## src/rtl/uart_tx_scheduler.sv

```systemverilog
// Two-requester frame scheduler for a single UART transmitter: round-robin grant,
// sends header then data byte, with a per-byte tx_done timeout.
module uart_tx_scheduler #(
    parameter int unsigned TIMEOUT_CYCLES = 60000
) (
    input  logic        clock,
    input  logic        reset_n,
    input  logic        req0,
    input  logic [15:0] frame0,
    input  logic        req1,
    input  logic [15:0] frame1,
    output logic        ack0,
    output logic        ack1,
    output logic        done0,
    output logic        done1,
    output logic        error,
    output logic        busy,
    output logic        tx_start,
    output logic [7:0]  tx_byte,
    input  logic        tx_active,
    input  logic        tx_done
);

    localparam int unsigned CntW = (TIMEOUT_CYCLES > 1) ? $clog2(TIMEOUT_CYCLES) : 1;
    localparam logic [CntW-1:0] CntMax = CntW'(TIMEOUT_CYCLES - 1);

    typedef enum logic [1:0] {
        StIdle,
        StStart,
        StWaitDone,
        StGuard
    } stateT;

    stateT           stateQ, stateD;
    logic            indexQ, indexD;
    logic            grantQ, grantD;
    logic            lastGrantQ, lastGrantD;
    logic [CntW-1:0] counterQ, counterD;
    logic [15:0]     frameQ, frameD;
    logic [7:0]      txByteQ, txByteD;

    logic        accept;
    logic        pick;
    logic [15:0] pickFrame;

    assign accept    = (req0 | req1) & ~tx_active & ~tx_done;
    // Tie goes to whoever was not granted last; otherwise the sole requester wins.
    assign pick      = (req0 & req1) ? ~lastGrantQ : req1;
    assign pickFrame = pick ? frame1 : frame0;

    always_ff @(posedge clock or negedge reset_n) begin
        if (!reset_n) begin
            stateQ     <= StIdle;
            indexQ     <= 1'b0;
            grantQ     <= 1'b0;
            lastGrantQ <= 1'b1;
            counterQ   <= '0;
            frameQ     <= 16'h0000;
            txByteQ    <= 8'h00;
        end else begin
            stateQ     <= stateD;
            indexQ     <= indexD;
            grantQ     <= grantD;
            lastGrantQ <= lastGrantD;
            counterQ   <= counterD;
            frameQ     <= frameD;
            txByteQ    <= txByteD;
        end
    end

    always_comb begin
        stateD     = stateQ;
        indexD     = indexQ;
        grantD     = grantQ;
        lastGrantD = lastGrantQ;
        counterD   = counterQ;
        frameD     = frameQ;
        txByteD    = txByteQ;
        ack0       = 1'b0;
        ack1       = 1'b0;
        done0      = 1'b0;
        done1      = 1'b0;
        error      = 1'b0;
        tx_start   = 1'b0;

        unique case (stateQ)
            StIdle: begin
                if (accept) begin
                    grantD     = pick;
                    lastGrantD = pick;
                    frameD     = pickFrame;
                    indexD     = 1'b0;
                    txByteD    = pickFrame[15:8];
                    stateD     = StStart;
                end
            end
            StStart: begin
                tx_start = 1'b1;
                // The ack belongs to the header START only, the cycle after the accept.
                ack0     = ~indexQ & ~grantQ;
                ack1     = ~indexQ & grantQ;
                counterD = '0;
                stateD   = StWaitDone;
            end
            StWaitDone: begin
                if (tx_done) begin
                    stateD = StGuard;
                end else if (counterQ == CntMax) begin
                    done0  = ~grantQ;
                    done1  = grantQ;
                    error  = 1'b1;
                    stateD = StIdle;
                end else begin
                    counterD = counterQ + CntW'(1);
                end
            end
            StGuard: begin
                if (!tx_done && !tx_active) begin
                    if (!indexQ) begin
                        indexD  = 1'b1;
                        txByteD = frameQ[7:0];
                        stateD  = StStart;
                    end else begin
                        done0  = ~grantQ;
                        done1  = grantQ;
                        stateD = StIdle;
                    end
                end
            end
            default: stateD = StIdle;
        endcase
    end

    assign busy    = (stateQ != StIdle);
    assign tx_byte = txByteQ;

endmodule

```

## config.mk

```make
export PLATFORM = sky130hd
export DESIGN_NAME = uart_tx_scheduler
export DESIGN_NICKNAME = d
export VERILOG_FILES = /design/src/rtl/uart_tx_scheduler.sv
export SDC_FILE = /design/constraint.sdc
export NUM_CORES = 1
export LEC_CHECK = 0
export ABC_CLOCK_PERIOD_IN_PS = 2200
export CAP_MARGIN = 0
export CORE_UTILIZATION = 49
export DETAILED_ROUTE_END_ITERATION = 8
export GPL_TIMING_DRIVEN = 0
export PLACE_DENSITY = 0.79
export REMOVE_ABC_BUFFERS = 1
export SYNTH_ARGS = -nofsm -noshare
export SYNTH_HDL_FRONTEND = slang
export SYNTH_SLANG_ARGS = --single-unit
```

## constraint.sdc

```tcl
create_clock -name clock -period 2.2 [get_ports clock]
set_clock_uncertainty 0.2 [all_clocks]
set_input_delay 0.33 -clock clock [delete_from_list [all_inputs] [get_ports clock]]
set_output_delay 0.33 -clock clock [all_outputs]
set_load 0.005 [all_outputs]
```

==> results of run 1 <==
-- synth_stat cells (2+ instances only) --
library cell and n:
nor2b_1 2, nor4_1 8, o211ai_1 4, nor3_1 5, nand2_1 21, a31oi_1 3, and4_1 2, buf_6 2
nor2_1 21, dfrtp_1 36, mux2i_1 20, clkbuf_1 3, nand3_1 14, nor4b_1 2, inv_1 12, a311o_1 2
a21oi_1 13, xnor2_1 2, nand2b_1 2, buf_4 2, mux2_2 8, o221ai_1 3, buf_2 6, nand4_1 9
o21ai_0 15
-- per-stage QoR --
stage | setup TNS, ns | utilization | worst slack, ns | instance area, µm²
floorplan | -12.89 | - | -0.887 | 2080
detailed placement | -14.74 | 0.652 | -0.831 | 2680
finish | 0 | 0.741 | 0.0120 | 3050
CTS | 0 | 0.739 | 0.00592 | 3040
global placement | -56.33 | 0.648 | -2.03 | 2670
global route | -0.0264 | 0.741 | -0.0120 | 3050
-- state kept, by name, indices dropped and copies added (netlist names) --
signal,cells
frameQ,8
lastGrantQ,1
counterQ,16
stateQ,2
tx_byte,8
grantQ,1
indexQ,1
-- kinds of logic after synthesis --
kind of cell / Yosys count / synth area share
adder cells (fa/ha/maj): 1 / 0.00578
AND/OR/NAND/NOR: 95 / 0.224
AO/OA/AOI/OAI: 48 / 0.136
multiplexers: 28 / 0.134
flip-flops: 37 / 0.428
buffers and inverters: 26 / 0.0595
XOR/XNOR: 3 / 0.0121
-- worst max-delay path: cells and delay by family, from the launching register on --
kind | cells | cell delay [ns]
AND/OR/NAND/NOR | 3 | 0.74
AO/OA/AOI/OAI | 1 | 0.06
buffers and inverters | 1 | 0.13
flip-flops | 1 | 0.43
-- routing by layer --
metal,GRT usage,share of wire,vias up,routed length [µm]
li1,-,-,999,-
met1,0.311,0.41,1021,2410
met2,0.467,0.52,85,3030
met3,0.0483,0.051,17,300
met4,0.133,0.024,0,144
met5,0,0,-,0
-- power groups by stage --
stage               Sequential [µW]  Clock [µW]  Combinational, µW
floorplan                      1070           0                549
finish                         1070         534               1300
global route                   1100         554               1420
detailed placement             1110           0                990
global placement               1090           0                961
CTS                            1060         527               1260
-- worst max-delay path by stage --
stage                             endpoint  slack (ns)
finish                               done1        0.01
global route                         done1       -0.01
CTS                                  error       0.006
detailed placement      grantQ$_DFFE_PN0P_       -0.83
global placement    tx_byte[7]$_DFFE_PN0P_       -2.03
floorplan           tx_byte[0]$_DFFE_PN0P_       -0.89
-- area by class of cell --
class | count | share of cell area
clock buffers | 7 | 0.0316
clock inverters | 1 | 0.00164
inverters | 12 | 0.0156
multi-input cells | 175 | 0.404
flip-flops and latches | 37 | 0.306
well taps | 50 | 0.0205
repair buffers | 72 | 0.221
-- what timing repair did --
action,4_1_cts,5_1_grt
pin swaps,10,5
endpoints found under the hold margin,36,0
hold buffers,1,0
buffers inserted,19,1
resized for setup,40,5
endpoints found under the setup margin,28,27
==> results.toml, run 1 <==
[floorplanning]
dieHeight_um = 68.5
io_pins = 53
start_util = 0.526
die_area_um2 = 4690
core_area_um2 = 4120
rows = 23
die_w_um = 68.5

[setup_path]
rr_worst_depth = 7
end_kind = "output port"
crit_chain = "nor4bb_4 -> and4_4 -> a32oi_2 -> nor2_1 -> buf_2"
critPathLaunch = "counterQ[10]$_DFFE_PN0P_"
worst-path-max-fanout = 2
critPathSlowestCell = "dfrtp_2"
crit_required_ns = 1.67
r2r_start = "counterQ[10]$_DFFE_PN0P_"
start_kind = "register"
cp_slowest_stage_delay_ns = 0.43
r2r-end = "counterQ[3]$_DFFE_PN0P_"
regToRegSetupSlack_ns = 0.08
worstSetupPathType = "reg2out"
cp.arrival_ns = 1.66

[timing]
relSlewSlack = 0.448
fmaxAchievable_mhz = 457
hold_ws_ns = 0.305
post-route-period-util = 0.995
rsz0062_at_grt = "true"
period_minus_slack_ns = 2.19
worst_slew_pin_slew_ns = 0.829
finalHoldViolCount = 0
setup_viol = 0
slew_violations = 0

[run_status]
status = "complete, no violations"

[synth]
synth_area_um2 = 2170
ys_ff_latch = 37
synth-edff-count = 0
synthArstFlopShare = 1.00
synthTopCellsByArea = "dfrtp_1 42%, mux2i_1 9.2%, mux2_2 4.2%"
synth_top_cell_by_area = "dfrtp_1"
synth_cells = 238
yosysSeqAreaShare = 0.428
netlist.area_leader.share = 0.416
synth.avg_cell_area_um2 = 9.10
yosys_warnings = 0
yosysUniqueCellTypes = 46
ys.flop_type = "dfrtp_1"

[cells_and_area]
final_nets = 342
layout_common_cells = "45 x clkdlybuf4s50_1, 31 x dfrtp_1, 21 x nor2_1, 20 x mux2i_1, 19 x nand2_1"
final_common_cell = "clkdlybuf4s50_1"
area_growth_pct = 40.7
stdcell_count = 354
diodes = 0
multi_input_comb_area_um2 = 1230
seqCellArea_um2 = 933
num-fill-cells = 301
drive_gt1_frac = 0.207

[routing]
routedWlPerCell_um = 16.6
drt_iter0_drc = 165
via_per_inst = 5.99
drc_errors = 0
via_count = 2122
drtAntennaViolNets = 0
wl_um = 5880
drtPass1Iterations = 4

[cts]
cts_tree = "done"
worstSkewPairLatency_ns = 0.30
cts-htree-levels = 2
cts-root-buf = "clkbuf_8"
cts_sinks = 37
clockBufferDepth = 2
path_clk_slew_ns = 0.07
cts_buffers = 5

[global_route]
grt_max_degree = 38
grt_use_total = 0.267
grt_pass1_wl_um = 9120
first_global_vias = 1997
grt_overflow = 0
antenna_found_initial = 0

[worst_hold_path]
hold_path_end = "tx_byte[3]$_DFFE_PN0P_"
min_path_type = "reg2reg"
holdPathStages = 1
min_from = "tx_byte[3]$_DFFE_PN0P_"

[placement]
dpl.hpwl_um = 3680
port_buffers = 52
dp.cells = 327
place.gp.congestion = 0.794

[pwr]
p_leak_uw = 0.00126
combPwrFrac = 0.448
power_uw = 2910
seq_power_share = 0.368
p_switching_uw = 1040
p_int_uw = 1870
cellPowerDensity_nw_per_um2 = 954
irDropWorstVdd_v = 0.000931
switching_share = 0.357
pwr-share-clk = 0.184

[job]
drv_cap = 0
No activity file was read; power rests on OpenSTA's default activity.
==> inputs of run 2 (changes only) <==
ABC_CLOCK_PERIOD_IN_PS = 2100   (was 2200)
GPL_TIMING_DRIVEN = unset   (was 0)
clock period = 2.1 ns   (was 2.2 ns; I/O delays follow)
==> run 2 against run 1 <==
  * The run now ends with setup timing left
  * Cell count up 7.9%
  * Core utilization up 3.1 points
  * Via count up 2.3%
  * Hold slack better by 0.0011 ns
  * Register-to-register slack about the same
  * Sequential power about the same
  * Combinational power up 8%
  * Die area unchanged
  * Wire length down 3.0%
  * Critical path type unchanged
  * Largest power group unchanged
==> results.toml, run 2 (synthesis gave the netlist of run 1 again) <==
[timing]
rsz0062_at_grt = "true"
finalHoldViolCount = 0
slew_violations = 0
setup_tns_ns = -0.176
setup_viol = 2
relSlewSlack = 0.684
period_minus_slack_ns = 2.20
worst_slew_pin_slew_ns = 0.474
setup_ws_ns = -0.101
fmaxAchievable_mhz = 454
post-route-period-util = 1.05

[floorplanning]
die_area_um2 = 4690
rows = 23
start_util = 0.526
dieHeight_um = 68.5
core_area_um2 = 4120
io_pins = 53
die_w_um = 68.5

[setup_path]
cp.arrival_ns = 1.69
r2r-end = "counterQ[5]$_DFFE_PN0P_"
worst-path-max-fanout = 2
crit_family = "simple AND/OR/NAND/NOR gates"
regToRegSetupSlack_ns = 0.08
r2r_start = "counterQ[1]$_DFFE_PN0P_"
worst-path-buf-inv = 2
critPathSlowestCell = "dfrtp_1"
crit_chain = "nor4bb_2 -> buf_4 -> and4_4 -> a32oi_2 -> nor2_1 -> buf_2"
worstSetupPathType = "reg2out"
crit_required_ns = 1.58
rr_worst_depth = 7
start_kind = "register"
cp_slowest_stage_delay_ns = 0.39
end_kind = "output port"

[global_route]
grt_overflow = 0
grt_max_degree = 38
grt_use_total = 0.254
first_global_vias = 1918
antenna_found_initial = 0
grt_pass1_wl_um = 8700

[cts]
cts_buffers = 5
cts-htree-levels = 2
clockBufferDepth = 2
cts-root-buf = "clkbuf_8"
path_clk_slew_ns = 0.07
cts_sinks = 37
worstSkewPairLatency_ns = 0.28
cts_tree = "done"

[pwr]
p_int_uw = 1930
switching_share = 0.348
cellPowerDensity_nw_per_um2 = 932
p_switching_uw = 1030
combPwrFrac = 0.478
pwr-share-clk = 0.160
seq_power_share = 0.363
irDropWorstVdd_v = 0.000593
p_leak_uw = 0.00139

[cells_and_area]
area_growth_pct = 46.6
multi_input_comb_area_um2 = 1170
final_common_cell = "buf_4"
num-fill-cells = 283
final_nets = 370
stdcell_count = 382
drive_gt1_frac = 0.244
seqCellArea_um2 = 927
layout_common_cells = "45 x buf_4, 44 x clkdlybuf4s50_1, 36 x dfrtp_1, 21 x nor2_1, 20 x mux2i_1"
top_register = "counterQ"
diodes = 0
largest_reg_flops = 16

[job]
drv_cap = 0

[worst_hold_path]
min_path_type = "reg2reg"
hold_path_end = "tx_byte[4]$_DFFE_PN0P_"
holdPathStages = 1
min_from = "tx_byte[4]$_DFFE_PN0P_"

[placement]
dpl.hpwl_um = 4210
place.gp.congestion = 0.868
port_buffers = 52
dp.cells = 370

[routing]
via_per_inst = 5.68
drt_iter0_drc = 145
drtAntennaViolNets = 0
drc_errors = 0
via_count = 2170
wl_um = 5700
routedWlPerCell_um = 14.9
drtPass1Iterations = 4

[run_status]
violations = "setup timing"
status = "complete, but fails checks"
[run 2: worst max-delay path by stage]
stage               depth (start not counted)                     end                      from  slack (ns)
global route                                6                   done1  counterQ[10]$_DFFE_PN0P_       -0.19
CTS                                         6                   done1  counterQ[10]$_DFFE_PN0P_       -0.14
floorplan                                   4  tx_byte[0]$_DFFE_PN0P_    lastGrantQ$_DFFE_PN1P_       -0.99
detailed placement                          5                   done1                   tx_done       -0.29
finish                                      6                   done1  counterQ[10]$_DFFE_PN0P_       -0.10
global placement                            4                   error                   tx_done       -0.28
[run 2: final cells by class]
cell class,count,share of cell area
Multi-Input combinational cell,175,0.369
Sequential cell,37,0.292
Timing Repair Buffer,100,0.279
Clock buffer,7,0.0240
Tap cell,50,0.0197
Inverter,12,0.0142
Clock inverter,1,0.00158
[run 2: timing repair]
item,in CTS,in global routing
resized for setup,22,9
endpoints found under the hold margin,36,0
endpoints found under the setup margin,7,10
hold buffers,1,0
setup buffers,2,1
pin swaps,8,4
[run 2: metal layers]
metal,global-route usage,vias to the layer above,share of wire
li1,-,1052,-
met1,0.328,1047,0.44
met2,0.423,62,0.50
met3,0.0450,9,0.048
met4,0.0938,0,0.015
met5,0,-,0
[run 2: worst reg2reg max path: cells and delay by family, from the launching register on]
kind | cells | cell delay [ns]
flip-flops | 1 | 0.39
AO/OA/AOI/OAI | 1 | 0.18
buffers and inverters | 2 | 0.27
adder cells (fa/ha/maj) | 1 | 0.19
AND/OR/NAND/NOR | 3 | 0.70
[run 2: power by group through the flow]
| stage | Sequential (µW) | Clock, µW | Combinational (µW) |
|---|---|---|---|
| 3_3_place_gp | 1080 | 0 | 1310 |
| 2_1_floorplan | 1120 | 0 | 575 |
| 5_1_grt | 1110 | 516 | 1540 |
| 6_report | 1070 | 473 | 1410 |
| 4_1_cts | 1070 | 478 | 1390 |
| 3_5_place_dp | 1100 | 0 | 1340 |
[run 2: through the flow]
stage	setup slack, ns	instance area [µm²]	hold slack (ns)	util	power (µW)
after floorplan	-0.987	2080	-0.181	-	1700
final	-0.101	3180	0.306	0.772	2960
after CTS	-0.143	3130	0.308	0.761	2940
after global placement	-0.278	3020	0.183	0.734	2390
after global routing	-0.193	3180	0.332	0.772	3160
after detailed placement	-0.292	3020	0.189	0.734	2440
==> inputs of run 3 (changes only) <==
ABC_CLOCK_PERIOD_IN_PS = 2660   (was 2100)
CORE_MARGIN = 2   (was unset)
CORE_UTILIZATION = 53   (was 49)
PLACE_DENSITY = 0.85   (was 0.79)
SETUP_SLACK_MARGIN = 0.2   (was unset)
clock period = 2.66 ns   (was 2.1 ns; I/O delays follow)
==> run 3 against run 2 <==
  * The flow now finishes without violations
  * Die area fell by 1.6%
  * Via count rose by 1.4%
  * Non-clock buffer count shrank 15
  * Total power shrank 19%
  * Hold slack got worse by 0.30 ns
  * Clock-buffer cell count is 1 lower
  * Cell count shrank 3.9%
  * Design area down 1.9%
  * Sequential power down 14%
  * Flip-flop and latch count did not move
  * Register-to-register slack better by 0.11 ns
  * Largest cell class unchanged
  * Largest power group unchanged
==> results.toml, run 3 (synthesis gave the netlist of run 1 again) <==
[cts]
cts-htree-levels = 2
path_clk_slew_ns = 0.07
cts_sinks = 37
cts_buffers = 5
hold_buffers = 0
cts_tree = "done"
clockBufferDepth = 2
worstSkewPairLatency_ns = 0.29
cts-root-buf = "clkbuf_8"

[setup_path]
end_kind = "register"
critPathSlowestCell = "dfrtp_2"
crit_chain = "ha_4 -> and4_4 -> buf_6 -> buf_6 -> buf_6 -> buf_6 -> buf_4 -> buf_4 -> buf_6 -> buf_6 -> buf_6 -> buf_6 -> nand3_2 -> xor2_1 -> nor2_1"
start_kind = "register"
crit_top_cell = "buf_6"
worst-path-buf-inv = 10
crit_required_ns = 2.64
cp.arrival_ns = 2.45
r2r_start = "counterQ[0]$_DFFE_PN0P_"
crit_family = "buffers and inverters"
worst-path-max-fanout = 3
regToRegSetupSlack_ns = 0.19
r2r-end = "counterQ[6]$_DFFE_PN0P_"
worstSetupPathType = "reg2reg"
cp_slowest_stage_delay_ns = 0.44
rr_worst_depth = 15

[floorplanning]
start_util = 0.545
core_area_um2 = 3970
dieHeight_um = 67.9
die_w_um = 67.9
io_pins = 53
die_area_um2 = 4610
rows = 23

[cells_and_area]
area_growth_pct = 43.9
largest_reg_flops = 16
layout_common_cells = "47 x clkdlybuf4s50_1, 29 x dfrtp_1, 24 x buf_4, 21 x nor2_1, 21 x nand2_1"
final_common_cell = "clkdlybuf4s50_1"
top_register = "counterQ"
final_nets = 355
drive_gt1_frac = 0.211
diodes = 0
num-fill-cells = 262

[global_route]
first_global_vias = 1959
grt_overflow = 0
grt_pass1_wl_um = 9140
antenna_found_initial = 0
grt_use_total = 0.265
grt_max_degree = 38

[placement]
dpl.hpwl_um = 3880
port_buffers = 52
place.gp.congestion = 0.901

[timing]
fmaxAchievable_mhz = 405
slew_violations = 0
rsz0062_at_grt = "true"
worst_slew_pin_slew_ns = 0.826
post-route-period-util = 0.929
finalHoldViolCount = 0
relSlewSlack = 0.449
setup_tns_ns = 0
setup_viol = 0
period_minus_slack_ns = 2.47

[pwr]
irDropWorstVdd_v = 0.000567
cellPowerDensity_nw_per_um2 = 766
power_uw = 2390
p_leak_uw = 0.00130

[worst_hold_path]
min_path_type = "in2async"

[routing]
drtPass1Iterations = 4
routedWlPerCell_um = 16.6
drc_errors = 0
drtAntennaViolNets = 0
via_per_inst = 6.00
drt_iter0_drc = 179
via_count = 2201
wl_um = 6100

[run_status]
status = "complete, no violations"

[job]
drv_cap = 0
run 3: changes by cell type in the layout (fill, tap and decap cells not counted), moves of 3 or more:
cell	change
dfrtp_1	-7
dfrtp_2	+7
clkdlybuf4s50_1	+3
buf_6	+8
buf_4	-21
buf_2	-3
run 3: worst max path at each step:
stage | from | endpoint | cells after the start | slack (ns)
finish | counterQ[0]$_DFFE_PN0P_ | counterQ[6]$_DFFE_PN0P_ | 15 | 0.19
global route | counterQ[0]$_DFFE_PN0P_ | counterQ[6]$_DFFE_PN0P_ | 15 | 0.13
CTS | counterQ[0]$_DFFE_PN0P_ | counterQ[6]$_DFFE_PN0P_ | 15 | 0.06
detailed placement | tx_done | done0 | 5 | 0.06
global placement | tx_done | error | 4 | 0.09
floorplan | req1 | tx_byte[0]$_DFFE_PN0P_ | 4 | -0.47
run 3: layer usage:
layer | routed length (µm) | track usage
met3 | 297 | 0.0428
met2 | 3160 | 0.443
met5 | 0 | 0
met1 | 2490 | 0.340
met4 | 150 | 0.113
run 3: report_power, final:
| part | internal [µW] | leakage, µW | switching [µW] |
|---|---|---|---|
| Combinational | 546 | 0.000784 | 447 |
| Sequential | 750 | 0.000457 | 169 |
| Clock | 278 | 0.0000552 | 196 |
run 3: repair_timing:
item / in CTS / in global routing
gates resized for setup: 16 / 13
setup endpoints to repair: 5 / 6
pin swaps: 4 / 2
buffers inserted: 14 / 7
gates cloned: 0 / 0
endpoints found under the hold margin: 0 / 0
run 3: final cells by class:
class                           count  area (µm²)  share of cell area
Clock inverter                      2        35.0              0.0112
Inverter                           12        45.0              0.0145
Multi-Input combinational cell    175        1160               0.374
Sequential cell                    37         936               0.300
Timing Repair Buffer               85         801               0.257
Clock buffer                        6        72.6              0.0233
Tap cell                           50        62.6              0.0201
run 3: per-stage QoR:
| step | cell area (µm²) | std cells | util | hold slack [ns] | setup WS, ns |
|---|---|---|---|---|---|
| floorplan | 2080 | 224 | - | -0.0966 | -0.472 |
| global placement | 2770 | 338 | 0.697 | 0.287 | 0.0888 |
| detailed placement | 2770 | 338 | 0.697 | 0.295 | 0.0574 |
| CTS | 3020 | 360 | 0.762 | 0.0353 | 0.0642 |
| global route | 3120 | 367 | 0.785 | 0.0822 | 0.129 |
| finish | 3120 | 367 | 0.785 | 0.00568 | 0.189 |
